[src/rtl/bf16_div_pkg.sv]
// Shared FPU package for the bfloat16 divider.
// Holds the bfloat16 field widths, exponent bias, special bit patterns,
// quotient width, FSM state type and the restoring-divider step helper.
package bf16_div_pkg;
    localparam int EXP_W = 8;
    localparam int MAN_W = 7;
    localparam int BIAS  = 127;
    localparam int Q_W   = 10;

    localparam logic [15:0] CANON_NAN = 16'h7FC0;
    localparam logic [15:0] POS_INF   = 16'h7F80;

    typedef enum logic [1:0] {IDLE, DIV, ROUND, DONE} state_t;

    // One restoring step. Returns {quotient bit, next partial remainder}.
    // The partial remainder stays below 2*d, so it fits comfortably in 10 bits.
    function automatic logic [10:0] div_step(input logic [9:0] rem, input logic [7:0] d);
        logic       ge;
        logic [9:0] t;
        ge = (rem >= {2'b00, d});
        t  = ge ? (rem - {2'b00, d}) : rem;
        return {ge, t[8:0], 1'b0};
    endfunction
endpackage

[src/rtl/bf16_div_fp_class.sv]
// FP_Class: classifies one bfloat16 operand.
// Ports: x (operand), is_nan, is_inf, is_zero (subnormals count as zero).
module FP_Class
    import bf16_div_pkg::*;
(
    input  logic [15:0] x,
    output logic        is_nan,
    output logic        is_inf,
    output logic        is_zero
);
    logic exp_max;
    logic man_nz;

    assign exp_max = (x[14:7] == 8'hFF);
    assign man_nz  = (x[6:0] != 7'd0);
    assign is_nan  = exp_max & man_nz;
    assign is_inf  = exp_max & ~man_nz;
    assign is_zero = (x[14:7] == 8'h00);
endmodule

[src/rtl/bf16_div.sv]
// bf16_div: iterative bfloat16 divider, result = a / b, round-to-nearest-even.
// Ports: clk_i, rst_i (sync, active-high); in_valid_i/in_ready_o with a_i, b_i;
//        out_valid_o/out_ready_i with result_o and div_by_zero_o.
// Config macro: BF16_DIV_RADIX4_EN retires two quotient bits per DIV cycle.
module bf16_div
    import bf16_div_pkg::*;
(
    input  logic        clk_i,
    input  logic        rst_i,
    input  logic        in_valid_i,
    output logic        in_ready_o,
    input  logic [15:0] a_i,
    input  logic [15:0] b_i,
    output logic        out_valid_o,
    input  logic        out_ready_i,
    output logic [15:0] result_o,
    output logic        div_by_zero_o
);
    state_t      state;
    logic [3:0]  cnt;
    logic [9:0]  rem;
    logic [9:0]  q;
    logic [7:0]  sb;
    logic        sgn;
    logic [9:0]  ediff;

    logic a_nan, a_inf, a_zero, b_nan, b_inf, b_zero;

    FP_Class u_cls_a (.x(a_i), .is_nan(a_nan), .is_inf(a_inf), .is_zero(a_zero));
    FP_Class u_cls_b (.x(b_i), .is_nan(b_nan), .is_inf(b_inf), .is_zero(b_zero));

    // Special-case decode straight from the incoming operands.
    logic        in_sgn;
    logic        sp;
    logic [15:0] sp_res;
    logic        sp_dbz;

    assign in_sgn = a_i[15] ^ b_i[15];

    always_comb begin
        sp     = 1'b1;
        sp_res = CANON_NAN;
        sp_dbz = 1'b0;
        if (a_nan | b_nan | (a_zero & b_zero) | (a_inf & b_inf)) begin
            sp_res = CANON_NAN;
        end else if (a_inf) begin
            sp_res = POS_INF | {in_sgn, 15'd0};
        end else if (b_inf) begin
            sp_res = {in_sgn, 15'd0};
        end else if (b_zero) begin
            sp_res = POS_INF | {in_sgn, 15'd0};
            sp_dbz = 1'b1;
        end else if (a_zero) begin
            sp_res = {in_sgn, 15'd0};
        end else begin
            sp = 1'b0;
        end
    end

    // Divider iteration.
    logic [10:0] s1;
    logic [9:0]  nxt_q;
    logic [9:0]  nxt_rem;
    logic        last;

    assign s1 = div_step(rem, sb);
`ifdef BF16_DIV_RADIX4_EN
    logic [10:0] s2;
    assign s2      = div_step(s1[9:0], sb);
    assign nxt_q   = {q[7:0], s1[10], s2[10]};
    assign nxt_rem = s2[9:0];
    assign last    = (cnt == 4'd4);
`else
    assign nxt_q   = {q[8:0], s1[10]};
    assign nxt_rem = s1[9:0];
    assign last    = (cnt == 4'd9);
`endif

    // Normalize, round and pack. Q[9] tells whether sa >= sb.
    logic [6:0]  man;
    logic        grd;
    logic        stk;
    logic [9:0]  e;
    logic [7:0]  rnd;
    logic [9:0]  e_f;
    logic [6:0]  man_f;
    logic [15:0] packed_res;

    always_comb begin
        man   = q[9] ? q[8:2] : q[7:1];
        grd   = q[9] ? q[1] : q[0];
        stk   = (q[9] & q[0]) | (rem != 10'd0);
        e     = ediff + (q[9] ? 10'd127 : 10'd126);
        rnd   = {1'b0, man} + {7'd0, grd & (stk | man[0])};
        e_f   = rnd[7] ? e + 10'd1 : e;
        man_f = rnd[7] ? 7'd0 : rnd[6:0];
        if ($signed(e_f) >= $signed(10'd255))
            packed_res = POS_INF | {sgn, 15'd0};
        else if ($signed(e_f) <= $signed(10'd0))
            packed_res = {sgn, 15'd0};
        else
            packed_res = {sgn, e_f[7:0], man_f};
    end

    always_ff @(posedge clk_i) begin
        if (rst_i) begin
            state         <= IDLE;
            in_ready_o    <= 1'b1;
            out_valid_o   <= 1'b0;
            result_o      <= 16'h0000;
            div_by_zero_o <= 1'b0;
            cnt           <= 4'd0;
            rem           <= 10'd0;
            q             <= 10'd0;
            sb            <= 8'd0;
            sgn           <= 1'b0;
            ediff         <= 10'd0;
        end else begin
            case (state)
                IDLE: if (in_valid_i) begin
                    in_ready_o <= 1'b0;
                    sgn        <= in_sgn;
                    if (sp) begin
                        result_o      <= sp_res;
                        div_by_zero_o <= sp_dbz;
                        out_valid_o   <= 1'b1;
                        state         <= DONE;
                    end else begin
                        rem   <= {3'b001, a_i[6:0]};
                        sb    <= {1'b1, b_i[6:0]};
                        q     <= 10'd0;
                        cnt   <= 4'd0;
                        ediff <= {2'b00, a_i[14:7]} - {2'b00, b_i[14:7]};
                        state <= DIV;
                    end
                end
                DIV: begin
                    q   <= nxt_q;
                    rem <= nxt_rem;
                    cnt <= cnt + 4'd1;
                    if (last) begin
                        cnt   <= 4'd0;
                        state <= ROUND;
                    end
                end
                ROUND: begin
                    result_o      <= packed_res;
                    div_by_zero_o <= 1'b0;
                    out_valid_o   <= 1'b1;
                    state         <= DONE;
                end
                DONE: if (out_ready_i) begin
                    out_valid_o <= 1'b0;
                    in_ready_o  <= 1'b1;
                    state       <= IDLE;
                end
                default: state <= IDLE;
            endcase
        end
    end
endmodule

[config.mk]
export PLATFORM = sky130hd
export DESIGN_NAME = bf16_div
export DESIGN_NICKNAME = d
export VERILOG_FILES = /design/src/rtl/bf16_div_pkg.sv /design/src/rtl/bf16_div_fp_class.sv /design/src/rtl/bf16_div.sv
export SDC_FILE = /design/constraint.sdc
export NUM_CORES = 1
export LEC_CHECK = 0
export ABC_AREA = 1
export CAP_MARGIN = 25
export CORE_MARGIN = 5
export CORE_UTILIZATION = 57
export DETAILED_ROUTE_END_ITERATION = 10
export PLACE_DENSITY = 0.81
export SLEW_MARGIN = 10
export SYNTH_ARGS = -nofsm -noshare
export SYNTH_HDL_FRONTEND = slang
export SYNTH_SLANG_ARGS = --single-unit
[constraint.sdc]
create_clock -name clk_i -period 3.2 [get_ports clk_i]
set_input_delay 0.64 -clock clk_i [delete_from_list [all_inputs] [get_ports clk_i]]
set_output_delay 0.64 -clock clk_i [all_outputs]
set_load 0.05 [all_outputs]
==> metrics, run 1 <==
HPWL after DPL 8980 um; post-synth cell types 39; maximum fanout along the worst path 12; Setup TNS 0 ps; clk root buf clkbuf_8; H-tree depth 3; Fin Hold WS 465 ps; CTS tree built; most frequent cells in the layout 163 x nand2_1, 80 x a21oi_1, 79 x nor2_1, 76 x inv_1, 63 x dfxtp_1; Critical Path AT 3090 ps; status finished, final reports clean; vias per cell 5.47; Clk Latency, worst-skew pair 360 ps; Synth area leader dfxtp_1; Fmax 357 MHz; Fillers 685; syn nets 764; Max-Cap Viols 0; GP Congestion 0.911; Tmin final 2800 ps; final antenna diode count 0; Clock Path Buffers 2; Leak Pwr 0.00230 uW; most common cell after layout, fill and taps aside nand2_1; largest net degree at the start of global routing 29; Initial Util 58.1%; RSZ-0062 raised after global routing no; endpoint class of the critical path flip-flop; synthesized area per cell 6.38 um^2; Critical Path Source b_i[8]; P&R area growth vs syn 19.3%; Yosys warning total 0; Rel. slew slack 49.4%; Vias 4722; Hold Violations, Final 0; Num CTS Buffers 9; Critical Path RT 3490 ps; Setup Crit Path Kind input port to flip-flop; die area 9710 um^2; register area 1260 um^2; fin crit share 87.6%; DRC 0; post-route ant nets 0; min-delay src sb[4]; setup violators final 0; Initial DRC Count 258; number of global-route vias before repair 4367; Sink Count 63; IR drop worst, VDD 0.551 mV; type of the worst min-delay path flip-flop to flip-flop; Slew Limit Fails 0; area taken by multi-input logic gates 2800 um^2; first-pass GRT wire length 20100 um; async set or reset register ratio after synthesis 0%; Post-synth EDFFs 0; top cell type's share of synthesized area 28.2%; Synth area leaders dfxtp_1 28%, nand2_1 14%, a21oi_1 9.0%; gr ovfl total 0; Synth Flop Type dfxtp_1; Yosys reg bits 63; Die X 98.6 um; CTS Hold Bufs 0; layout cells sized above 1 6.83%; power density over the cells 851 nW/um^2; num rows 32; Syn Inst Count 700; sequential share of the synthesized area 28.2%; I/O Buffers 54; r2r startpoint q[9]; area of the core 7690 um^2; Final nets 820; Post-Synthesis Cell Area 4470 um^2; Worst setup SP type input port; GRT Util Overall 24.8%; WL final 11800 um; # IOs 55; Setup Skew 16.5 ps; DRT Pass-1 Iters 6; Reg clk slew, reported paths 80 ps; Worst-Margin Slew 757 ps; Die Y 98.6 um; wire per inst 13.7 um; initial antenna violation count 0
[timing repair]
item / CTS / global route
endpoints found under the setup margin: 0 / 5
setup buffers: 0 / 0
gates resized for setup: 0 / 1
[final timing paths]
path	endpoint	slack, ps	depth (start not counted)
max reg2reg	result_o[6]	410	18
min	sb[4]	460	2
min reg2reg	sb[4]	460	2
max	rem[8]	400	13
[through the flow]
stage,std cells,instance area (um^2),util (%),worst slack [ps],power [uW]
CTS,863,5330,69.3,336,4500
detailed placement,847,5110,66.5,76.5,3700
global route,863,5330,69.3,72.5,4910
finish,863,5330,69.3,396,4530
floorplan,700,4470,-,821,3020
global placement,847,5110,66.5,187,3630
[where the power goes]
part	leakage (uW)	internal, uW	switching (uW)	total (uW)
combinational	0.00168	910	1710	2620
clock	0.000102	436	342	778
sequential	0.000516	977	158	1130
[area by class of cell]
cell class / count / area share, %
well taps: 102 / 2.39
inverters: 81 / 5.70
repair buffers: 65 / 11.7
clock buffers: 10 / 2.39
multi-input cells: 536 / 52.6
clock inverters: 6 / 1.60
flip-flops and latches: 63 / 23.7
[synth_stat cells, types with 2 or more instances]
master,count
nor2_4,3
dfxtp_1,63
nor3_1,13
nand2_1,163
nand3_1,42
ha_1,26
o21bai_1,2
o21ai_0,51
nand4_1,12
inv_1,76
nand3b_1,4
nor2_2,4
a21boi_0,2
buf_4,5
nand2_2,6
nor2_1,80
buf_2,3
a211oi_1,2
a21oi_1,80
inv_2,3
xnor2_1,10
o21ai_1,7
o211ai_1,3
xor2_1,6
clkinv_1,2
nor4_1,5
fa_1,2
nand2_4,3
nand3_2,2
clkbuf_1,11
[state kept, by name (all words and copies together), names as in the netlist]
name and count:
out_valid_o 1, ediff 9, rem 10, in_ready_o 1, state 2, sgn 1, div_by_zero_o 1, sb 8
result_o 16, q 10, cnt 4
[per-layer routing]
metal	vias to the layer above	GRT usage, %	share of wire (%)
met1	2133	31.8	45
met3	19	5.73	7.0
met4	0	7.56	1.6
met2	158	41.5	47
li1	2412	-	-
met5	-	0	0
[worst max-delay path, stage by stage]
cell and delay (ps):
clkdlybuf4s50_1 560, inv_1 90, nand4_1 80, nor2_1 90, nor2_1 90, nand2_1 60, nor2_1 180, nand3_1 140
nor2_1 220, a21oi_2 60, nor2_1 590, nand3_1 150, a21oi_1 150
[cells by family after synthesis]
logic type      after synthesis  synth area share (%)
simple gates                340                  33.4
compound gates              152                  17.9
buf+inv                     101                  9.15
flops                        63                  28.2
fa+ha+maj                    28                  8.17
xor+xnor                     16                  3.14
No activity file was read; power rests on OpenSTA's default activity.
==> inputs of run 2 (changes only) <==
--- a/config.mk
+++ b/config.mk
@@ -7,6 +7,7 @@
 export LEC_CHECK = 0
 export ABC_AREA = 1
 export CAP_MARGIN = 25
+export CORE_ASPECT_RATIO = 1.75
 export CORE_MARGIN = 5
 export CORE_UTILIZATION = 57
 export DETAILED_ROUTE_END_ITERATION = 10
==> metrics, run 2 (synthesis gave the netlist of run 1 again) <==
status finished, final reports clean; Hold Violations, Final 0; fin crit share 90.9%; Initial DRC Count 320; Sink Count 63; Critical Path RT 3410 ps; final antenna diode count 0; Largest register FFs 16; Fmax 344 MHz; vias per cell 5.61; GP Congestion 0.958; post-CTS sizing 0; most frequent cells in the layout 163 x nand2_1, 80 x nor2_1, 80 x a21oi_1, 76 x inv_1, 63 x dfxtp_1; DRT Pass-1 Iters 5; Clk Latency, worst-skew pair 330 ps; Final nets 820; r2r startpoint q[9]; Critical path buffers and inverters 2; post-layout util 71.4%; HPWL after DPL 9260 um; Vias 4760; Crit path max-delay family simple AND/OR/NAND/NOR gates; gr ovfl total 0; P&R area growth vs syn 21.8%; Slew Limit Fails 0; RSZ-0062 raised after global routing no; Die X 76.9 um; WL final 12100 um; Worst-Margin Slew 732 ps; largest net degree at the start of global routing 29; Clock Path Buffers 2; Reg clk slew, reported paths 60 ps; Setup Skew 7.78 ps; min-delay src result_o[3]; placed cell area 5100 um^2; Leak Pwr 0.00237 uW; Max-Cap Viols 0; number of global-route vias before repair 4655; critical-path cell list ha_1 > inv_1 > ha_1 > inv_1 > nand2_1 > nand2_1 > nor2_1 > nand3_1 > nor2_4 > nand2_1 > nand2_1 > nand3_1 > nor2_2 > nand2_4 > nand3_2 > nor2_1 > nor2_1 > nor2_1; post-route ant nets 0; Num CTS Buffers 9; Tmin final 2910 ps; Critical Path AT 3120 ps; setup violators final 0; area of the core 7620 um^2; num rows 42; CTS Hold Bufs 0; Die Y 127 um; Layout Cells excl Fill 848; # IOs 55; post-CTS setup buffers 0; Setup TNS 0 ps; Crit-path slowest cell dfxtp_1; initial antenna violation count 0; most common cell after layout, fill and taps aside nand2_1; H-tree depth 3; die area 9780 um^2; Worst setup SP type flip-flop; layout cells sized above 1 6.58%; Regs by FF count result_o (16), q (10), rem (10); GRT Util Overall 25.0%; Fin Hold WS 462 ps; clk root buf clkbuf_16; Rel. slew slack 51.1%; IR drop worst, VDD 0.702 mV; DRC 0; power density over the cells 901 nW/um^2; maximum fanout along the worst path 7; CTS tree built; register area 1260 um^2; largest reg by FF count result_o; R2R setup slack 290 ps; Placed Cells 833; I/O Buffers 54; first-pass GRT wire length 20400 um; endpoint class of the critical path flip-flop; Fillers 636; area taken by multi-input logic gates 2800 um^2; final instance area 5440 um^2; Initial Util 58.7%; type of the worst min-delay path flip-flop to flip-flop; Critical Path Source q[9]; wire per inst 14.3 um; Setup Crit Path Kind flip-flop to flip-flop; slowest cell delay on critical path 330 ps
[run 2: changes by cell type in the layout (fill, tap and decap cells not counted)]
cell	change
clkbuf_8	-7
nor2_2	-1
nor2_1	+1
bufinv_16	+1
clkbuf_16	+9
clkinvlp_4	-2
clkinv_2	-2
[run 2: power by group]
group	switching [uW]	leakage, uW	internal, uW
Sequential	150	0.000516	979
Combinational	1740	0.00168	903
Clock	332	0.000169	798
Total	2220	0.00237	2680
[run 2: path summary, 6_finish.rpt]
| kind | end | cells past startpoint |
|---|---|---|
| worst max-delay path | result_o[14] | 18 |
| worst max register to register | result_o[14] | 18 |
| worst min-delay path | result_o[3] | 2 |
| worst min register to register | result_o[3] | 2 |
[run 2: final cells by class]
cell class | instances | share of cell area (%)
timing repair buffer | 65 | 11.4
tap | 88 | 2.02
clock buffer | 12 | 4.71
multi-input combinational | 536 | 51.4
sequential | 63 | 23.2
inverter | 81 | 5.58
clock inverter | 3 | 1.65
[run 2: worst reg2reg max path: cells and delay by family (launching register included)]
| family | cells | cell delay [ps] |
|---|---|---|
| flip-flops | 1 | 330 |
| adder cells (fa/ha/maj) | 2 | 510 |
| buffers and inverters | 2 | 200 |
| AND/OR/NAND/NOR | 14 | 1740 |
[run 2: metrics by stage]
stage	total power, uW	setup slack, ps
2_1_floorplan	3020	821
3_3_place_gp	3640	244
3_5_place_dp	3710	213
4_1_cts	4880	320
5_1_grt	5290	77.5
6_report	4900	291
[run 2: layer usage]
metal  routed length [um]  global-route usage [%]  vias to the layer above
li1                     -                       -                     2404
met1                 4690                    26.7                     2211
met2                 6620                    47.4                      112
met3                  412                    3.31                       33
met4                  382                    11.8                        0
met5                    0                       0                        -
